### config.mk
export PLATFORM = sky130hd
export DESIGN_NAME = pc_unit_flat
export DESIGN_NICKNAME = d
export VERILOG_FILES = /design/src/rtl/pc_unit_if.sv /design/src/rtl/pc_unit.sv /design/src/flat_wrapper.sv
export SDC_FILE = /design/constraint.sdc
export NUM_CORES = 1
export LEC_CHECK = 0
export ABC_AREA = 1
export CAP_MARGIN = 20
export CORE_MARGIN = 1
export CORE_UTILIZATION = 40
export CTS_CLUSTER_DIAMETER = 150
export DETAILED_ROUTE_END_ITERATION = 8
export PLACE_DENSITY = 0.63
export SYNTH_ARGS = -nofsm -noshare
export SYNTH_HDL_FRONTEND = slang
export SYNTH_SLANG_ARGS = --single-unit
### constraint.sdc
create_clock -name clk -period 4.3 [get_ports clk]
set_clock_uncertainty 0.2 [all_clocks]
set_input_delay 1.29 -clock clk [delete_from_list [all_inputs] [get_ports clk]]
set_output_delay 1.29 -clock clk [all_outputs]
set_load 0.02 [all_outputs]
### src/rtl/pc_unit_if.sv
// Fetch/redirect bundle between the core and the program-counter unit.
// The master side is the core (control, immediates, fetch ready); the slave is pc_unit.
interface pc_unit_if #(
   parameter int unsigned XLEN = 32
);
   logic            stall;
   logic [1:0]      pc_src;
   logic [XLEN-1:0] imm_op;
   logic [XLEN-1:0] rs1_val;
   logic            trap_req;
   logic            halt;
   logic            fetch_ready;
   logic            fetch_valid;
   logic [XLEN-1:0] pc_out;
   logic [XLEN-1:0] pc_plus4;
   logic            misalign;
   logic [XLEN-1:0] bad_addr;

   modport master (
      output stall, pc_src, imm_op, rs1_val, trap_req, halt, fetch_ready,
      input  fetch_valid, pc_out, pc_plus4, misalign, bad_addr
   );

   modport slave (
      input  stall, pc_src, imm_op, rs1_val, trap_req, halt, fetch_ready,
      output fetch_valid, pc_out, pc_plus4, misalign, bad_addr
   );
endinterface

### src/rtl/pc_unit.sv
// Program-counter unit: boot delay, fetch handshake, PC-relative/JALR redirects,
// misaligned-target trapping and a halt state.
module pc_unit #(
   parameter int unsigned     XLEN        = 32,
   parameter logic [XLEN-1:0] RESET_VEC   = '0,
   parameter logic [XLEN-1:0] TRAP_VEC    = XLEN'(32'h0000_0100),
   parameter int unsigned     IALIGN      = 4,
   parameter int unsigned     BOOT_CYCLES = 2
) (
   input logic       clk,
   input logic       rst,
   pc_unit_if.slave  bus
);

   localparam int unsigned CW = (BOOT_CYCLES < 1) ? 1 : $clog2(BOOT_CYCLES + 1);
   localparam logic [XLEN-1:0] JALR_MASK = {{(XLEN-1){1'b1}}, 1'b0};

   typedef enum logic [1:0] {
      StBoot,
      StRun,
      StHalt
   } state_e;

   state_e          state_q;
   logic [CW-1:0]   boot_cnt_q;
   logic [XLEN-1:0] pc_q;
   logic [XLEN-1:0] bad_addr_q;
   logic            misalign_q;

   logic            is_redirect;
   logic [XLEN-1:0] rel_target;
   logic [XLEN-1:0] jalr_target;
   logic [XLEN-1:0] target;
   logic            target_mis;

   always_comb begin
      rel_target  = pc_q + bus.imm_op;
      jalr_target = (bus.rs1_val + bus.imm_op) & JALR_MASK;
      is_redirect = (bus.pc_src == 2'b01) || (bus.pc_src == 2'b10);
      target      = (bus.pc_src == 2'b10) ? jalr_target : rel_target;
      target_mis  = (IALIGN == 2) ? target[0] : (target[1:0] != 2'b00);
   end

   always_ff @(posedge clk or posedge rst) begin
      if (rst) begin
         state_q    <= StBoot;
         boot_cnt_q <= '0;
         pc_q       <= RESET_VEC;
         bad_addr_q <= '0;
         misalign_q <= 1'b0;
      end else begin
         misalign_q <= 1'b0;
         unique case (state_q)
            StBoot: begin
               if (boot_cnt_q == CW'(BOOT_CYCLES)) begin
                  state_q <= StRun;
               end else begin
                  boot_cnt_q <= boot_cnt_q + 1'b1;
               end
            end
            StRun: begin
               if (bus.trap_req) begin
                  pc_q <= TRAP_VEC;
               end else if (bus.halt) begin
                  state_q <= StHalt;
               end else if (bus.stall) begin
                  pc_q <= pc_q;
               end else if (is_redirect) begin
                  // Redirects abandon any outstanding request, so fetch_ready is not consulted.
                  if (target_mis) begin
                     pc_q       <= TRAP_VEC;
                     bad_addr_q <= target;
                     misalign_q <= 1'b1;
                  end else begin
                     pc_q <= target;
                  end
               end else if (bus.fetch_ready) begin
                  pc_q <= pc_q + XLEN'(4);
               end
            end
            StHalt: begin
               if (bus.trap_req) begin
                  pc_q    <= TRAP_VEC;
                  state_q <= StRun;
               end
            end
            default: state_q <= StBoot;
         endcase
      end
   end

   assign bus.fetch_valid = (state_q == StRun);
   assign bus.pc_out      = pc_q;
   assign bus.pc_plus4    = pc_q + XLEN'(4);
   assign bus.misalign    = misalign_q;
   assign bus.bad_addr    = bad_addr_q;

endmodule

### src/flat_wrapper.sv
// flat-port wrapper written by rule: the top's interface ports become plain ports
module pc_unit_flat 
#(
   parameter int unsigned     XLEN        = 32,
   parameter logic [XLEN-1:0] RESET_VEC   = '0,
   parameter logic [XLEN-1:0] TRAP_VEC    = XLEN'(32'h0000_0100),
   parameter int unsigned     IALIGN      = 4,
   parameter int unsigned     BOOT_CYCLES = 2
)
  (clk, rst, bus_stall, bus_pc_src, bus_imm_op, bus_rs1_val, bus_trap_req, bus_halt, bus_fetch_ready, bus_fetch_valid, bus_pc_out, bus_pc_plus4, bus_misalign, bus_bad_addr);
  pc_unit_if #(.XLEN(XLEN)) bus_i ();
  input logic clk;
  input logic rst;
  input wire logic [$bits(bus_i.stall)-1:0] bus_stall;
  input wire logic [$bits(bus_i.pc_src)-1:0] bus_pc_src;
  input wire logic [$bits(bus_i.imm_op)-1:0] bus_imm_op;
  input wire logic [$bits(bus_i.rs1_val)-1:0] bus_rs1_val;
  input wire logic [$bits(bus_i.trap_req)-1:0] bus_trap_req;
  input wire logic [$bits(bus_i.halt)-1:0] bus_halt;
  input wire logic [$bits(bus_i.fetch_ready)-1:0] bus_fetch_ready;
  output wire logic [$bits(bus_i.fetch_valid)-1:0] bus_fetch_valid;
  output wire logic [$bits(bus_i.pc_out)-1:0] bus_pc_out;
  output wire logic [$bits(bus_i.pc_plus4)-1:0] bus_pc_plus4;
  output wire logic [$bits(bus_i.misalign)-1:0] bus_misalign;
  output wire logic [$bits(bus_i.bad_addr)-1:0] bus_bad_addr;
  assign bus_i.stall = bus_stall;
  assign bus_i.pc_src = bus_pc_src;
  assign bus_i.imm_op = bus_imm_op;
  assign bus_i.rs1_val = bus_rs1_val;
  assign bus_i.trap_req = bus_trap_req;
  assign bus_i.halt = bus_halt;
  assign bus_i.fetch_ready = bus_fetch_ready;
  assign bus_fetch_valid = bus_i.fetch_valid;
  assign bus_pc_out = bus_i.pc_out;
  assign bus_pc_plus4 = bus_i.pc_plus4;
  assign bus_misalign = bus_i.misalign;
  assign bus_bad_addr = bus_i.bad_addr;
  pc_unit #(.XLEN(XLEN), .RESET_VEC(RESET_VEC), .TRAP_VEC(TRAP_VEC), .IALIGN(IALIGN), .BOOT_CYCLES(BOOT_CYCLES)) u_core (.clk(clk), .rst(rst), .bus(bus_i));
endmodule
Word-level counts from Yosys, hierarchy flattened
Index checks and enable logic that the tools add are counted.
{"block": "op_classes", "bitwise_logic": 4, "muxes": 20, "n_reduce_logical": 8, "n_eq_ne": 12, "n_addsub": 4}
{"op": "2-to-1 mux 32 bit", "count": 8}
{"op": "adder 32 bit", "count": 2}
{"op": "one-hot mux 32 bit (2 select lines)", "count": 1}
{"op": "adder 32 x 3 -> 32 bit (second input constant)", "count": 1}
{"op": "2-to-1 mux 2 bit", "count": 4}
{"op": "== test 2 bit (second input constant)", "count": 3}
{"op": "2-to-1 mux 1 bit", "count": 6}
{"op": "inequality test 2 bit (second input constant)", "count": 3}
{"op": "inequality test 3 bit (second input constant)", "count": 2}
{"op": "one-hot mux 2 bit (3 select lines)", "count": 1}
{"op": "AND reduction 6 bit", "count": 1}
{"op": "AND reduction 5 bit", "count": 1}
{"op": "== test 2 x 1 -> 1 bit (second input constant)", "count": 2}
{"op": "inequality test 4 x 3 -> 1 bit (second input constant)", "count": 1}
{"op": "NOT 1 bit", "count": 4}
{"op": "AND reduction 4 bit", "count": 1}
{"op": "nonzero test 2 bit", "count": 2}
{"op": "adder 2 x 1 -> 2 bit (second input constant)", "count": 1}
{"op": "logical NOT 2 bit", "count": 1}
{"op": "inequality test 2 x 1 -> 1 bit (second input constant)", "count": 1}
{"op": "AND reduction 2 bit", "count": 1}
{"op": "logical OR 1 bit", "count": 1}
{"block": "word_totals", "word_cells": 53, "ff_bits": 69, "out_inout_bits": 98, "input_bits": 72}

Logic depth before layout (Yosys ltp)
{"block": "depth", "depth_word": 9, "mapped_depth": 17, "depth_no_buf": 17}

Least setup slack after synthesis
Ideal clock, no wire load.
{"block": "synth_timing", "path_type": "register to output", "from": "register u_core.pc_q[3] (netlist: u_core.bus.pc_out[3])", "to": "output bus_pc_plus4[16]", "n_path_buf": 0, "t_required_ns": 2.810, "stages_incl_launch_ff": 9, "slack_ns": 1.088, "arrival_ns": 1.722, "cell_sequence": "dfrtp_1 > ha_1 > nand3_2 > inv_2 > nand2_4 > nor2_4 > nand2_2 > nor2_4 > xor2_1"}
{"block": "synth_via", "elab_chain_cells": 1}
{"element": "start, declared", "line_no": "pc_unit.sv:26", "source": "logic [XLEN-1:0] pc_q;"}
{"element": "start signal, assigned", "line_no": "pc_unit.sv:67", "source": "pc_q <= pc_q;"}
{"element": "start signal, assigned", "line_no": "pc_unit.sv:75", "source": "pc_q <= target;"}
{"element": "start signal, assigned", "line_no": "pc_unit.sv:78", "source": "pc_q <= pc_q + XLEN'(4);"}
{"element": "adder 32 x 3 -> 32 bit", "line_no": "pc_unit.sv:94", "source": "assign bus.pc_plus4 = pc_q + XLEN'(4);"}
{"element": "end, declared", "line_no": "flat_wrapper.sv:23", "source": "output wire logic [$bits(bus_i.pc_plus4)-1:0] bus_pc_plus4;"}
No other way between the ends.

Worst setup path in the final report
{"block": "layout_timing", "from": "register u_core.pc_q[4] (netlist: u_core.bus.pc_out[4])", "to": "output bus_pc_plus4[27]"}
Same word-level chain as after synthesis.

==> results.yml <==
clocking:
  clk_path_buf_depth: 2
  cts_tree: "built"
  postCtsSetupRepairBufs: 0
  cts.clk_slew.worst_paths_ps: 60
  insertion_delay_ps: 330
  clock_sinks: 69
  h-tree-depth: 3
  cts_root_buf: "clkbuf_16"
  numCtsBuffers: 9
worst_hold_path:
  hold_path_class: "reg2reg"
  hold_depth: 2
placed_design:
  place.gp.congestion: 0.9423
  portBuffers: 169
  dp_hpwl_um: 27650
  place_area_um2: 11090
synth:
  synthFlopType: "dfrtp_1"
  synthArstFlopShare: 1.000
  netlist.area_leader.share: 0.2708
  syn_inst: 1618
  synthXorXnorAreaFrac: 0.03305
  synth_compound_area_frac: 0.07929
  synth_common_cells: "650 x nand2_1, 302 x inv_1, 146 x nand3_1"
  ys_ff_latch: 69
  synth_top_family_by_area: "simple AND/OR/NAND/NOR gates"
  synth_warnings: 0
  syn-cell-area_um2: 9010
  syn_nets: 1759
  yosysMostFrequentCell: "nand2_1"
  ys_top_cells_by_area: "nand2_1 27%, dfrtp_1 19%, inv_1 13%, ha_1 9.3%, nand3_1 8.1%"
  synth_seq_area_share: 0.1916
  muxShareOfSynthArea: 0
  yosys.area_share.simple: 0.4516
  synth_edf_count: 0
  synth_top_area_cell: "nand2_1"
  synth.distinct_cells: 43
  synth-adder-area-share: 0.09749
  postSynthAreaPerCell_um2: 5.569
sta:
  fmax_mhz: 240.2
  fin_crit_sh: 0.9682
  setup_viol: 0
  setup-tns-final_ps: 0
  grt_setup_unrepaired: "no"
  relSlewSlack: 0.3861
  slew_viol_final: 0
  final-hold-violation-count: 0
  fin_hold_ws_ps: 281.0
  period_minus_slack_ps: 4163
  tightest_slew_ps: 920.8
global_routing:
  gr-usage-all-layers: 0.2859
  antenna_found_initial: 0
  gr-total-overflow: 0
  grt_max_degree: 70
  grt_pass1_wl_um: 51670
  grt_pass1_vias: 9735
floorplan:
  die_w_um: 152.1
  die-area_um2: 23130
  die_y_um: 152.1
  rows: 54
  ios: 170
  start_util: 0.4103
  coreArea_um2: 21960
pwr:
  ir_drop_uv: 624.3
  power.density_nw_per_um2: 571.2
  p_leak_nw: 6.570
  power_w: 0.006512
finish:
  diodes: 0
  postLayoutCoreUtil: 0.5192
  design_area_um2: 11400
  num-nets-final: 1937
  drive_gt1_frac: 0.04553
  area_growth_pct: 26.54
drt:
  drtIter0Drc: 942
  wl_per_cell_um: 16.01
  routed_wirelength_um: 33310
  drc: 15
  routed_via_density: 5.060
  drt_pass1_iterations: 7
  vias: 10530
  drtAntennaViolNets: 0
critical_path:
  crit_fanout: 6
  startpoint_type: "flop"
  required_ps: 2810
  end_kind: "primary output"
  r2r_cells: 16
  crit_arrival_ps: 2670
  criticalPathCategory: "reg2out"
job:
  drv_cap: 0
outcome:
  status: "finished, violations left"
  violations: "DRC"
-- power by group --
part	total (W)	internal [W]	switching (W)
Sequential	0.00125	0.000906	0.000343
Combinational	0.00450	0.00170	0.00280
Clock	0.000763	0.000457	0.000306
-- sequential cells by signal, indices dropped and copies added (netlist names) --
register and cells:
u_core.bus.pc_out 32, u_core.state_q 2, u_core.bus.bad_addr 32, u_core.boot_cnt_q 2, u_core.bus.misalign 1
-- per-layer routing --
layer  part of all wire  routed length (um)  global-route usage  up-vias
met2               0.43               14280              0.4530      415
met4              0.025                 818             0.08601        0
met5                  0                   0                   0        -
met3              0.075                2497             0.02966       49
met1               0.47               15720              0.4084     4714
li1                   -                   -                   -     5351
-- per-stage QoR --
stage,setup slack (ps),std cells
after global placement,311.1,2065
after global routing,27.84,2081
after CTS,2.089,2081
final,136.7,2081
after detailed placement,280.5,2065
after floorplan,1070,1618
-- critical path: stages (launching register included) --
cell             delay [ps]
dfrtp_1                 560
nand3_2                 180
nor2_2                  120
inv_2                    70
nor2_4                  160
inv_2                    60
nor2_2                  180
nand3_1                 150
xor2_1                  190
inv_1                    70
clkdlybuf4s50_1         600
-- worst paths after layout --
kind / startpoint / end / slack [ps]
worst max-delay path: u_core.bus.pc_out[4]$_DFFE_PP0P_ / bus_pc_plus4[27] / 140
min in group asynchronous: rst / u_core.bus.pc_out[25]$_DFFE_PP0P_ / 1330
worst min register to register: u_core.bus.bad_addr[0]$_DFFE_PP0P_ / u_core.bus.bad_addr[0]$_DFFE_PP0P_ / 280
max in group asynchronous: rst / u_core.bus.pc_out[2]$_DFFE_PP0P_ / 1890
worst min-delay path: u_core.bus.bad_addr[0]$_DFFE_PP0P_ / u_core.bus.bad_addr[0]$_DFFE_PP0P_ / 280
worst max register to register: u_core.bus.pc_out[0]$_DFFE_PP0P_ / u_core.bus.pc_out[30]$_DFFE_PP0P_ / 1620
-- what timing repair did --
item,4_1_cts,5_1_grt
endpoints found under the setup margin,0,3
hold endpoints to repair,0,0
resized for setup,0,4
hold buffers,0,0
-- layout make-up --
| cell class | count | area [um^2] |
|---|---|---|
| clock buffer | 9 | 225.2 |
| timing repair buffer | 194 | 1882 |
| clock inverter | 7 | 80.08 |
| fill | 2287 | 10560 |
| tap | 280 | 350.3 |
| multi-input combinational | 1211 | 5962 |
| inverter | 311 | 1172 |
| sequential | 69 | 1729 |
-- kinds of logic (layout without fill, tap and decap cells) --
group | Yosys count | after routing
AOI/OAI and AO/OA | 134 | 134
and+or+nand+nor | 974 | 974
xor gates and xnor gates | 34 | 34
DFF | 69 | 69
buffers and inverters | 338 | 521
adders and majority gates | 69 | 69
-- layout by cell type, fill, tap and decap left out, types with 13 or more instances in the layout --
cell,count
a21oi_1,63
dfrtp_1,67
buf_4,25
clkdlybuf4s50_1,168
nand3_1,146
o21ai_1,23
o21ai_0,30
ha_1,66
nor3_1,13
inv_1,301
nand2_1,650
nor2_1,108
nand4_1,18
xor2_1,20
xnor2_1,14
Note: power is estimated with default switching activity, not from simulation.
